<file path="src/rtl/mem_port_arbiter_if.sv">
// mem_port_arbiter_if: fetch, load/store and memory-side signals of the shared memory port
interface mem_port_arbiter_if #(
  parameter int AW = 32,
  parameter int DW = 32
);
  logic            if_req_valid, if_req_ready, if_rsp_valid;
  logic [AW-1:0]   if_addr;
  logic [DW-1:0]   if_rsp_data;
  logic            d_req_valid, d_req_ready, d_we, d_rsp_valid;
  logic [AW-1:0]   d_addr;
  logic [DW-1:0]   d_wdata, d_rsp_data;
  logic [DW/8-1:0] d_be;
  logic            mem_req_valid, mem_req_ready, mem_we, mem_rsp_valid;
  logic [AW-1:0]   mem_addr;
  logic [DW-1:0]   mem_wdata, mem_rsp_data;
  logic [DW/8-1:0] mem_be;
  logic            err;
  modport slave (
    input  if_req_valid, if_addr, d_req_valid, d_addr, d_we, d_wdata, d_be,
           mem_req_ready, mem_rsp_valid, mem_rsp_data,
    output if_req_ready, if_rsp_valid, if_rsp_data, d_req_ready, d_rsp_valid, d_rsp_data,
           mem_req_valid, mem_addr, mem_we, mem_wdata, mem_be, err
  );
  modport master (
    output if_req_valid, if_addr, d_req_valid, d_addr, d_we, d_wdata, d_be,
           mem_req_ready, mem_rsp_valid, mem_rsp_data,
    input  if_req_ready, if_rsp_valid, if_rsp_data, d_req_ready, d_rsp_valid, d_rsp_data,
           mem_req_valid, mem_addr, mem_we, mem_wdata, mem_be, err
  );
endinterface

</file>
<file path="src/rtl/mem_port_arbiter.sv">
// mem_port_arbiter: one-outstanding memory port shared by fetch and load/store, D-priority with IF starvation guard
module mem_port_arbiter #(
  parameter int AW = 32,
  parameter int DW = 32,
  parameter int STARVE_LIMIT = 4
) (
  input logic clk,
  input logic rst,
  mem_port_arbiter_if.slave bus
);
  typedef enum logic [1:0] {IDLE, BUSY_IF, BUSY_D} state_t;
  localparam logic [3:0] LIMIT = 4'(STARVE_LIMIT);
  state_t state, state_nx;
  logic [3:0] starve_cnt, starve_nx;
  logic lock, lock_d, drop;
  logic idle, sel_d, hs, take, drop_nx, err_nx, if_rsp_nx, d_rsp_nx;
  always_comb begin
    idle = state == IDLE;
    sel_d = lock ? lock_d : bus.d_req_valid & (!bus.if_req_valid | starve_cnt != LIMIT);
    bus.mem_req_valid = !rst & idle & (sel_d ? bus.d_req_valid : bus.if_req_valid);
    bus.mem_addr = sel_d ? bus.d_addr : bus.if_addr;
    bus.mem_we = sel_d & bus.d_we;
    bus.mem_wdata = sel_d ? bus.d_wdata : '0;
    bus.mem_be = sel_d ? bus.d_be : '1;
    hs = bus.mem_req_valid & bus.mem_req_ready;
    bus.d_req_ready = hs & sel_d;
    bus.if_req_ready = hs & !sel_d;
    // a response owed to a transaction killed by reset is swallowed, never forwarded
    take = bus.mem_rsp_valid & !drop;
    drop_nx = drop & !bus.mem_rsp_valid;
    err_nx = bus.err | (idle & take);
    if_rsp_nx = take & (state == BUSY_IF);
    d_rsp_nx = take & (state == BUSY_D);
    starve_nx = (!bus.if_req_valid | bus.if_req_ready) ? '0
              : (bus.d_req_ready & starve_cnt != LIMIT) ? starve_cnt + 4'd1 : starve_cnt;
    state_nx = hs ? (sel_d ? BUSY_D : BUSY_IF) : (!idle & take) ? IDLE : state;
  end
  always_ff @(posedge clk) begin
    if (rst) begin
      state <= IDLE;
      starve_cnt <= '0;
      lock <= 1'b0;
      lock_d <= 1'b0;
      drop <= (drop | !idle) & !bus.mem_rsp_valid;
      bus.err <= 1'b0;
      bus.if_rsp_valid <= 1'b0;
      bus.d_rsp_valid <= 1'b0;
      bus.if_rsp_data <= '0;
      bus.d_rsp_data <= '0;
    end else begin
      state <= state_nx;
      starve_cnt <= starve_nx;
      lock <= bus.mem_req_valid & !bus.mem_req_ready;
      lock_d <= sel_d;
      drop <= drop_nx;
      bus.err <= err_nx;
      bus.if_rsp_valid <= if_rsp_nx;
      bus.d_rsp_valid <= d_rsp_nx;
      if (if_rsp_nx) bus.if_rsp_data <= bus.mem_rsp_data;
      if (d_rsp_nx) bus.d_rsp_data <= bus.mem_rsp_data;
    end
  end
endmodule

</file>
<file path="src/flat_wrapper.sv">
// flat-port wrapper written by rule: the top's interface ports become plain ports
module mem_port_arbiter_flat 
#(
  parameter int AW = 32,
  parameter int DW = 32,
  parameter int STARVE_LIMIT = 4
)
  (clk, rst, bus_if_req_valid, bus_if_addr, bus_d_req_valid, bus_d_addr, bus_d_we, bus_d_wdata, bus_d_be, bus_mem_req_ready, bus_mem_rsp_valid, bus_mem_rsp_data, bus_if_req_ready, bus_if_rsp_valid, bus_if_rsp_data, bus_d_req_ready, bus_d_rsp_valid, bus_d_rsp_data, bus_mem_req_valid, bus_mem_addr, bus_mem_we, bus_mem_wdata, bus_mem_be, bus_err);
  mem_port_arbiter_if #(.AW(AW), .DW(DW)) bus_i ();
  input logic clk;
  input logic rst;
  input wire logic [$bits(bus_i.if_req_valid)-1:0] bus_if_req_valid;
  input wire logic [$bits(bus_i.if_addr)-1:0] bus_if_addr;
  input wire logic [$bits(bus_i.d_req_valid)-1:0] bus_d_req_valid;
  input wire logic [$bits(bus_i.d_addr)-1:0] bus_d_addr;
  input wire logic [$bits(bus_i.d_we)-1:0] bus_d_we;
  input wire logic [$bits(bus_i.d_wdata)-1:0] bus_d_wdata;
  input wire logic [$bits(bus_i.d_be)-1:0] bus_d_be;
  input wire logic [$bits(bus_i.mem_req_ready)-1:0] bus_mem_req_ready;
  input wire logic [$bits(bus_i.mem_rsp_valid)-1:0] bus_mem_rsp_valid;
  input wire logic [$bits(bus_i.mem_rsp_data)-1:0] bus_mem_rsp_data;
  output wire logic [$bits(bus_i.if_req_ready)-1:0] bus_if_req_ready;
  output wire logic [$bits(bus_i.if_rsp_valid)-1:0] bus_if_rsp_valid;
  output wire logic [$bits(bus_i.if_rsp_data)-1:0] bus_if_rsp_data;
  output wire logic [$bits(bus_i.d_req_ready)-1:0] bus_d_req_ready;
  output wire logic [$bits(bus_i.d_rsp_valid)-1:0] bus_d_rsp_valid;
  output wire logic [$bits(bus_i.d_rsp_data)-1:0] bus_d_rsp_data;
  output wire logic [$bits(bus_i.mem_req_valid)-1:0] bus_mem_req_valid;
  output wire logic [$bits(bus_i.mem_addr)-1:0] bus_mem_addr;
  output wire logic [$bits(bus_i.mem_we)-1:0] bus_mem_we;
  output wire logic [$bits(bus_i.mem_wdata)-1:0] bus_mem_wdata;
  output wire logic [$bits(bus_i.mem_be)-1:0] bus_mem_be;
  output wire logic [$bits(bus_i.err)-1:0] bus_err;
  assign bus_i.if_req_valid = bus_if_req_valid;
  assign bus_i.if_addr = bus_if_addr;
  assign bus_i.d_req_valid = bus_d_req_valid;
  assign bus_i.d_addr = bus_d_addr;
  assign bus_i.d_we = bus_d_we;
  assign bus_i.d_wdata = bus_d_wdata;
  assign bus_i.d_be = bus_d_be;
  assign bus_i.mem_req_ready = bus_mem_req_ready;
  assign bus_i.mem_rsp_valid = bus_mem_rsp_valid;
  assign bus_i.mem_rsp_data = bus_mem_rsp_data;
  assign bus_if_req_ready = bus_i.if_req_ready;
  assign bus_if_rsp_valid = bus_i.if_rsp_valid;
  assign bus_if_rsp_data = bus_i.if_rsp_data;
  assign bus_d_req_ready = bus_i.d_req_ready;
  assign bus_d_rsp_valid = bus_i.d_rsp_valid;
  assign bus_d_rsp_data = bus_i.d_rsp_data;
  assign bus_mem_req_valid = bus_i.mem_req_valid;
  assign bus_mem_addr = bus_i.mem_addr;
  assign bus_mem_we = bus_i.mem_we;
  assign bus_mem_wdata = bus_i.mem_wdata;
  assign bus_mem_be = bus_i.mem_be;
  assign bus_err = bus_i.err;
  mem_port_arbiter #(.AW(AW), .DW(DW), .STARVE_LIMIT(STARVE_LIMIT)) u_core (.clk(clk), .rst(rst), .bus(bus_i));
endmodule
</file>
<file path="config.mk">
export PLATFORM = sky130hd
export DESIGN_NAME = mem_port_arbiter_flat
export DESIGN_NICKNAME = d
export VERILOG_FILES = /design/src/rtl/mem_port_arbiter_if.sv /design/src/rtl/mem_port_arbiter.sv /design/src/flat_wrapper.sv
export SDC_FILE = /design/constraint.sdc
export NUM_CORES = 1
export LEC_CHECK = 0
export CORE_AREA = 2 2 109 111
export CTS_CLUSTER_SIZE = 30
export DETAILED_ROUTE_END_ITERATION = 10
export DIE_AREA = 0 0 111 113
export GPL_TIMING_DRIVEN = 0
export PLACE_DENSITY = 0.75
export SYNTH_ARGS = -nofsm -noshare
export SYNTH_HDL_FRONTEND = slang
export SYNTH_SLANG_ARGS = --single-unit
</file>
<file path="constraint.sdc">
create_clock -name clk -period 2.3 [get_ports clk]
set_input_delay 0.46 -clock clk [delete_from_list [all_inputs] [get_ports clk]]
set_output_delay 0.46 -clock clk [all_outputs]
set_load 0.005 [all_outputs]
</file>
==> run summary, run 1 <==
r2r worst-path depth -> 6
setup TNS -> -9715 ps
worst hold endpoint -> u_core.bus.d_rsp_data[18]
Clock Skew -> 7.212 ps
power per standard cell area -> 502.0 nW/um^2
clock latency on the worst-skew pair -> 330 ps
setup ws final -> -265.4 ps
Simple-Gate Fraction of Synth Area -> 27.34%
Post-Synth Adder-Cell Area -> 0.7281%
CP required -> 1840 ps
Via Count -> 4348
Worst-Margin Slew -> 566.8 ps
fraction of layout cells with a size suffix above 1 -> 26.57%
Starting Density -> 30.49%
main combinational cell family by area after synthesis -> simple AND/OR/NAND/NOR gates
full die area -> 12540 um^2
Cells on Worst Hold Path -> 2
TritonCTS Sinks -> 76
compound-cell area share of the yosys netlist -> 12.63%
TritonCTS buffer count -> 9
# port buffers -> 277
initial DRC count -> 202
commonest non-fill, non-tap cell in the layout -> clkdlybuf4s50_1
Synth Area in XOR/XNOR -> 0%
Die W -> 111 um
most frequent cells in the layout -> 202 x clkdlybuf4s50_1, 131 x nand2_1, 74 x dfxtp_1
initial antenna violation count -> 1
Synth Instances -> 426
#FFs+latches synth -> 76
Rows -> 39
Fin. Hold Viols -> 0
fmax -> 389.8 MHz
vias per std cell -> 4.789
Layout Nets -> 901
Root Buffer Master -> clkbuf_16
worst r2r dst -> u_core.starve_cnt[3]
Max-Cap Viols -> 0
leakage -> 3.007 nW
CP Max Fanout -> 7
DR DRC count -> 0
Placed Cells incl. Taps -> 846
global-route wire length before repair -> 25.72 mm
Mapped Area -> 3437 um^2
mux cell area share after synthesis -> 10.78%
FF-to-FF setup slack -> 410 ps
Die Height -> 113 um
htree depth -> 3
drt wl/cell -> 18.99 um
total I/O pin count -> 278
DP HPWL -> 12.77 mm
final cell count without fillers -> 908
Tcrit/Tclk final -> 111.5%
post-synth cell types -> 36
min cycle time layout -> 2565 ps
endpoints failing setup -> 63
average size of a mapped cell -> 8.068 um^2
syn nets -> 567
CP arrival -> 2110 ps
CTS Hold Bufs -> 0
Seq/Total Area, Yosys -> 44.27%
grt ovf -> 0
clock buffer depth -> 2
failing checks -> negative setup slack
status -> finished with violations
crit path capture type -> output port
area growth from synthesis to layout -> 116.2%
CTS clk-pin slew, worst paths -> 50 ps
DRT Wirelength -> 17.24 mm
worst reg2reg startpoint -> u_core.state[0]
drt pass-1 iters -> 4
largest net degree at the start of global routing -> 12
RePlAce Congestion -> 0.9771
Core Area -> 11270 um^2
critical path class -> flip-flop to output port
max-slew violations -> 0
Total GRT Usage -> 26.51%
final antenna-violating net count -> 0
CTS tree -> built
Yosys warnings -> 0
crit start category -> flip-flop
worst hold start -> u_core.bus.d_rsp_data[18]
relative slew slack -> 62.13%
Max rail drop VDD -> 0.4654 mV
Worst Hold Class -> flip-flop to flip-flop
number of global-route vias before repair -> 4468
RSZ-0062 raised after global routing -> yes
[registers in the layout (all words and copies together), names as in the netlist]
signal	flops
u_core.lock	1
u_core.bus.if_rsp_valid	1
u_core.lock_d	1
u_core.state	2
u_core.bus.d_rsp_data	32
u_core.starve_cnt	4
u_core.bus.err	1
u_core.drop	1
u_core.bus.if_rsp_data	32
u_core.bus.d_rsp_valid	1
[through the flow]
stage          area (um^2)  hold WS [ps]  total power (W)  worst slack [ps]  util, %
2_1_floorplan         3437         450.5         0.001608             181.3        -
3_3_place_gp          6389         442.8         0.002155             -1076    56.68
3_5_place_dp          6389         445.7         0.002161             -1122    56.68
4_1_cts               7251         454.9         0.003697            -231.3    64.32
5_1_grt               7432         468.5         0.003856            -340.0    65.93
6_report              7432         453.6         0.003731            -265.4    65.93
[routing by layer]
| layer | up-vias | track usage [%] | routed length, um |
|---|---|---|---|
| li1 | 2073 | - | - |
| met2 | 185 | 47.20 | 8801 |
| met4 | 0 | 9.750 | 472 |
| met5 | - | 0 | 0 |
| met3 | 27 | 7.981 | 1219 |
| met1 | 2063 | 30.11 | 6747 |
[cell usage after synthesis]
master     count  share of area (%)
o311ai_0       1               0.25
mux2i_1        1               0.29
o211a_1        1               0.29
ha_1           2               0.73
nor3_1         1               0.15
nand3b_1       3               0.66
buf_6          1               0.33
and3_1         1               0.18
dfxtp_1       76                 44
and2_1         1               0.18
o22ai_1        1               0.18
a21o_1         2               0.44
inv_1          6               0.66
or4b_1         1               0.29
nand2b_1       3               0.55
nor4b_4        1               0.69
mux2_2        32                 10
o2111ai_1      1               0.25
or2_2          6                1.1
nor4_1         1               0.18
buf_2          3               0.44
or3b_1         1               0.25
o31ai_1        1               0.22
buf_4          1               0.22
nand4b_1       1               0.25
nor2b_1       36                6.6
a21oi_1       68                9.9
a221oi_2       1               0.44
nand3_1        1               0.15
o21ai_0        2               0.29
clkbuf_1      24                2.6
nor2_1        10                1.1
nor3b_1        2               0.44
nand3b_2       1               0.33
nand2_1      131                 14
a31oi_2        1               0.36
[report_power, final]
part / switching (W) / total (W) / leakage [nW] / internal, W
Sequential: 0.0000143 / 0.00136 / 0.615 / 0.00134
Combinational: 0.000361 / 0.00102 / 2.25 / 0.000655
Clock: 0.000496 / 0.00136 / 0.140 / 0.000862
[area by class of cell]
cell class | instances | area (um^2)
repair buffers | 324 | 3183
diodes | 1 | 2.502
plain buffers | 27 | 160.2
inverters | 6 | 22.52
multi-input cells | 316 | 2076
well taps | 143 | 178.9
clock buffers | 13 | 250.2
flip-flops and latches | 76 | 1524
clock inverters | 2 | 35.03
fillers | 914 | 3840
[critical path: stages, from the launching register on]
cell	delay (ps)
dfxtp_2	320
inv_2	70
ha_4	130
nand4b_1	110
buf_6	150
a31oi_4	160
buf_12	160
buf_8	110
buf_6	100
mux2_4	330
buf_6	120
[logic make-up after synthesis]
group	count (synthesis)
adder cells (fa/ha/maj)	2
flip-flops	76
AO/OA/AOI/OAI	79
multiplexers	33
AND/OR/NAND/NOR	201
buffers and inverters	35
[timing repair]
| item | CTS | global route |
|---|---|---|
| pin swaps | 6 | 0 |
| setup buffers | 39 | 9 |
| endpoints found under the setup margin | 72 | 72 |
| gates resized for setup | 423 | 39 |
| cloned | 5 | 1 |
[worst max-delay path by stage]
stage | from | endpoint | slack [ps] | cells past startpoint
after floorplan | u_core.starve_cnt[0] | bus_mem_addr[0] | 180 | 6
after global placement | bus_if_req_valid | bus_if_req_ready | -1080 | 7
after detailed placement | bus_if_req_valid | bus_if_req_ready | -1120 | 7
after CTS | u_core.starve_cnt[1] | bus_mem_addr[0] | -230 | 10
after global routing | u_core.starve_cnt[1] | bus_mem_addr[0] | -340 | 10
final | u_core.starve_cnt[1] | bus_mem_addr[0] | -270 | 10
Note: power is estimated with default switching activity, not from simulation.
==> run 2, diff against run 1 <==
--- a/config.mk
+++ b/config.mk
@@ -6,6 +6,7 @@
 export NUM_CORES = 1
 export LEC_CHECK = 0
 export CORE_AREA = 2 2 109 111
+export CTS_CLUSTER_DIAMETER = 60
 export CTS_CLUSTER_SIZE = 30
 export DETAILED_ROUTE_END_ITERATION = 10
 export DIE_AREA = 0 0 111 113
==> constraint.sdc (replaced) <==
create_clock -name clk -period 2.9 [get_ports clk]
set_input_delay 0.58 -clock clk [delete_from_list [all_inputs] [get_ports clk]]
set_output_delay 0.58 -clock clk [all_outputs]
set_load 0.005 [all_outputs]
==> run summary, run 2 (synthesis gave the netlist of run 1 again) <==
grt ovf -> 0 (unchanged)
DRT Wirelength -> 16.24 mm (-5.8%)
DP HPWL -> 12.77 mm (unchanged)
largest net degree at the start of global routing -> 12 (unchanged)
Core Area -> 11270 um^2 (unchanged)
Filler cells -> 1017 (+11%)
worst hold start -> u_core.bus.d_rsp_data[18]
Fin. Hold Viols -> 0 (unchanged)
worst hold endpoint -> u_core.bus.d_rsp_data[18]
leakage -> 2.668 nW (-11%)
Cells on Worst Hold Path -> 2 (unchanged)
FF-to-FF setup slack -> 1020 ps (+610 ps)
CP Max Fanout -> 5 (-2)
Starting Density -> 30.49% (unchanged)
worst reg2reg startpoint -> u_core.drop
CTS tree -> built
design area -> 6848 um^2 (-7.9%)
commonest non-fill, non-tap cell in the layout -> clkdlybuf4s50_1
critical path class -> primary input to output port
crit path capture type -> output port
CTS clk-pin slew, worst paths -> 50 ps (about the same)
Max rail drop VDD -> 0.3691 mV (-21%)
post-layout util -> 60.75% (-5.2 points)
Die Height -> 113 um (unchanged)
drt wl/cell -> 18.45 um (-2.8%)
Placed Cells incl. Taps -> 846 (unchanged)
worst r2r dst -> u_core.bus.d_rsp_data[31]
Rows -> 39 (unchanged)
most frequent cells in the layout -> 222 x clkdlybuf4s50_1, 131 x nand2_1, 74 x dfxtp_1
Max-Cap Viols -> 0 (unchanged)
r2r worst-path depth -> 5 (-1)
htree depth -> 3 (unchanged)
crit start category -> primary input
clock buffer depth -> 2 (unchanged)
dpl cell area -> 6389 um^2 (unchanged)
Die W -> 111 um (unchanged)
final cell count without fillers -> 880 (-3.1%)
power per standard cell area -> 407.1 nW/um^2 (-19%)
endpoints failing setup -> 0 (-100%)
number of global-route vias before repair -> 4230 (-5.3%)
final total power -> 0.002788 W (-25%)
initial antenna violation count -> 2 (+1)
CP required -> 2320 ps (+480 ps)
area growth from synthesis to layout -> 99.24%
Via Count -> 4184 (-3.8%)
post-place setup slack -> -761.7 ps (+360.0 ps)
Total GRT Usage -> 24.95% (-1.6 points)
relative slew slack -> 57.30% (-4.8 points)
DR DRC count -> 0 (unchanged)
global-route wire length before repair -> 24.18 mm (-6.0%)
status -> finished, final reports clean
max-slew violations -> 0 (unchanged)
Worst-Margin Slew -> 639.1 ps (+72.28 ps)
RSZ-0062 raised after global routing -> yes
clock latency on the worst-skew pair -> 330 ps (about the same)
TritonCTS Sinks -> 76 (unchanged)
full die area -> 12540 um^2 (unchanged)
final antenna-violating net count -> 0 (unchanged)
min cycle time layout -> 2812 ps
# port buffers -> 277 (unchanged)
Layout Nets -> 873 (-3.1%)
Tcrit/Tclk final -> 96.98%
biggest regs -> u_core.bus.d_rsp_data x32, u_core.bus.if_rsp_data x32, u_core.starve_cnt x4
fraction of layout cells with a size suffix above 1 -> 15.08% (-11 points)
RePlAce Congestion -> 0.9771 (unchanged)
TritonCTS buffer count -> 9 (unchanged)
vias per std cell -> 4.755 (-0.71%)
fmax -> 355.6 MHz
total I/O pin count -> 278 (unchanged)
Root Buffer Master -> clkbuf_16
CP arrival -> 2230 ps (+120 ps)
drt pass-1 iters -> 4 (unchanged)
setup ws final -> 87.71 ps (+353.1 ps)
Clock Skew -> 5.753 ps (-1.459 ps)
Worst Hold Class -> flip-flop to flip-flop
initial DRC count -> 188 (-6.9%)
## run 2: critical path, cell delays in order
cell             delay [ps]
clkdlybuf4s15_1         250
nand4b_1                150
buf_6                   160
a31oi_4                 200
buf_12                  130
buf_6                   100
buf_6                   110
buf_4                   100
mux2_4                  320
clkbuf_2                120
## run 2: what timing repair did
action	4_1_cts	5_1_grt
cloned	3	0
buffers inserted	11	6
pin swaps	3	2
endpoints found under the hold margin	0	0
endpoints found under the setup margin	71	50
hold buffers	0	0
resized for setup	71	71
## run 2: area by class of cell
type	instances	area, um^2	share of cell area [%]
Timing Repair Buffer	296	2840	41.48
Inverter	6	22.52	0.3289
Antenna cell	1	2.502	0.03654
Sequential cell	76	1524	22.25
Tap cell	143	178.9	2.613
Clock inverter	2	35.03	0.5116
Buffer	27	142.6	2.083
Clock buffer	13	250.2	3.654
Multi-Input combinational cell	316	1852	27.04
## run 2: routing by layer
metal	up-vias	track usage [%]	share of wire [%]
met5	-	0	0.080
met4	2	8.917	2.3
met3	27	7.766	7.9
met2	174	43.72	50
met1	1964	28.85	40
li1	2017	-	-
## run 2: report_power, final
part | leakage (nW) | total (W) | switching, W | internal, W
Combinational | 1.91 | 0.000629 | 0.000233 | 0.000396
Sequential | 0.615 | 0.00108 | 0.0000113 | 0.00106
Clock | 0.140 | 0.00108 | 0.000400 | 0.000684
## run 2: worst max path at each step
stage / from / to / slack [ps] / cells after the start
finish: bus_if_req_valid / bus_mem_addr[0] / 90 / 10
global route: u_core.starve_cnt[1] / bus_mem_wdata[4] / -6 / 9
global placement: bus_if_req_valid / bus_if_req_ready / -720 / 7
CTS: u_core.starve_cnt[1] / bus_if_req_ready / -90 / 9
floorplan: bus_if_req_valid / bus_mem_addr[0] / 640 / 4
detailed placement: bus_if_req_valid / bus_if_req_ready / -760 / 7
## run 2: through the flow
stage               TNS, ps  hold slack (ps)
floorplan                 0            450.5
global placement     -35390            442.8
detailed placement   -39350            445.7
CTS                  -295.2            454.9
global route         -14.62            468.5
finish                    0            453.6
==> run 3, diff against run 2 <==
--- a/config.mk
+++ b/config.mk
@@ -5,6 +5,7 @@
 export SDC_FILE = /design/constraint.sdc
 export NUM_CORES = 1
 export LEC_CHECK = 0
+export CAP_MARGIN = 30
 export CORE_AREA = 2 2 109 111
 export CTS_CLUSTER_DIAMETER = 60
 export CTS_CLUSTER_SIZE = 30
==> results of run 3 <==
Final layout, timing and power as in run 2 (identical DEF).
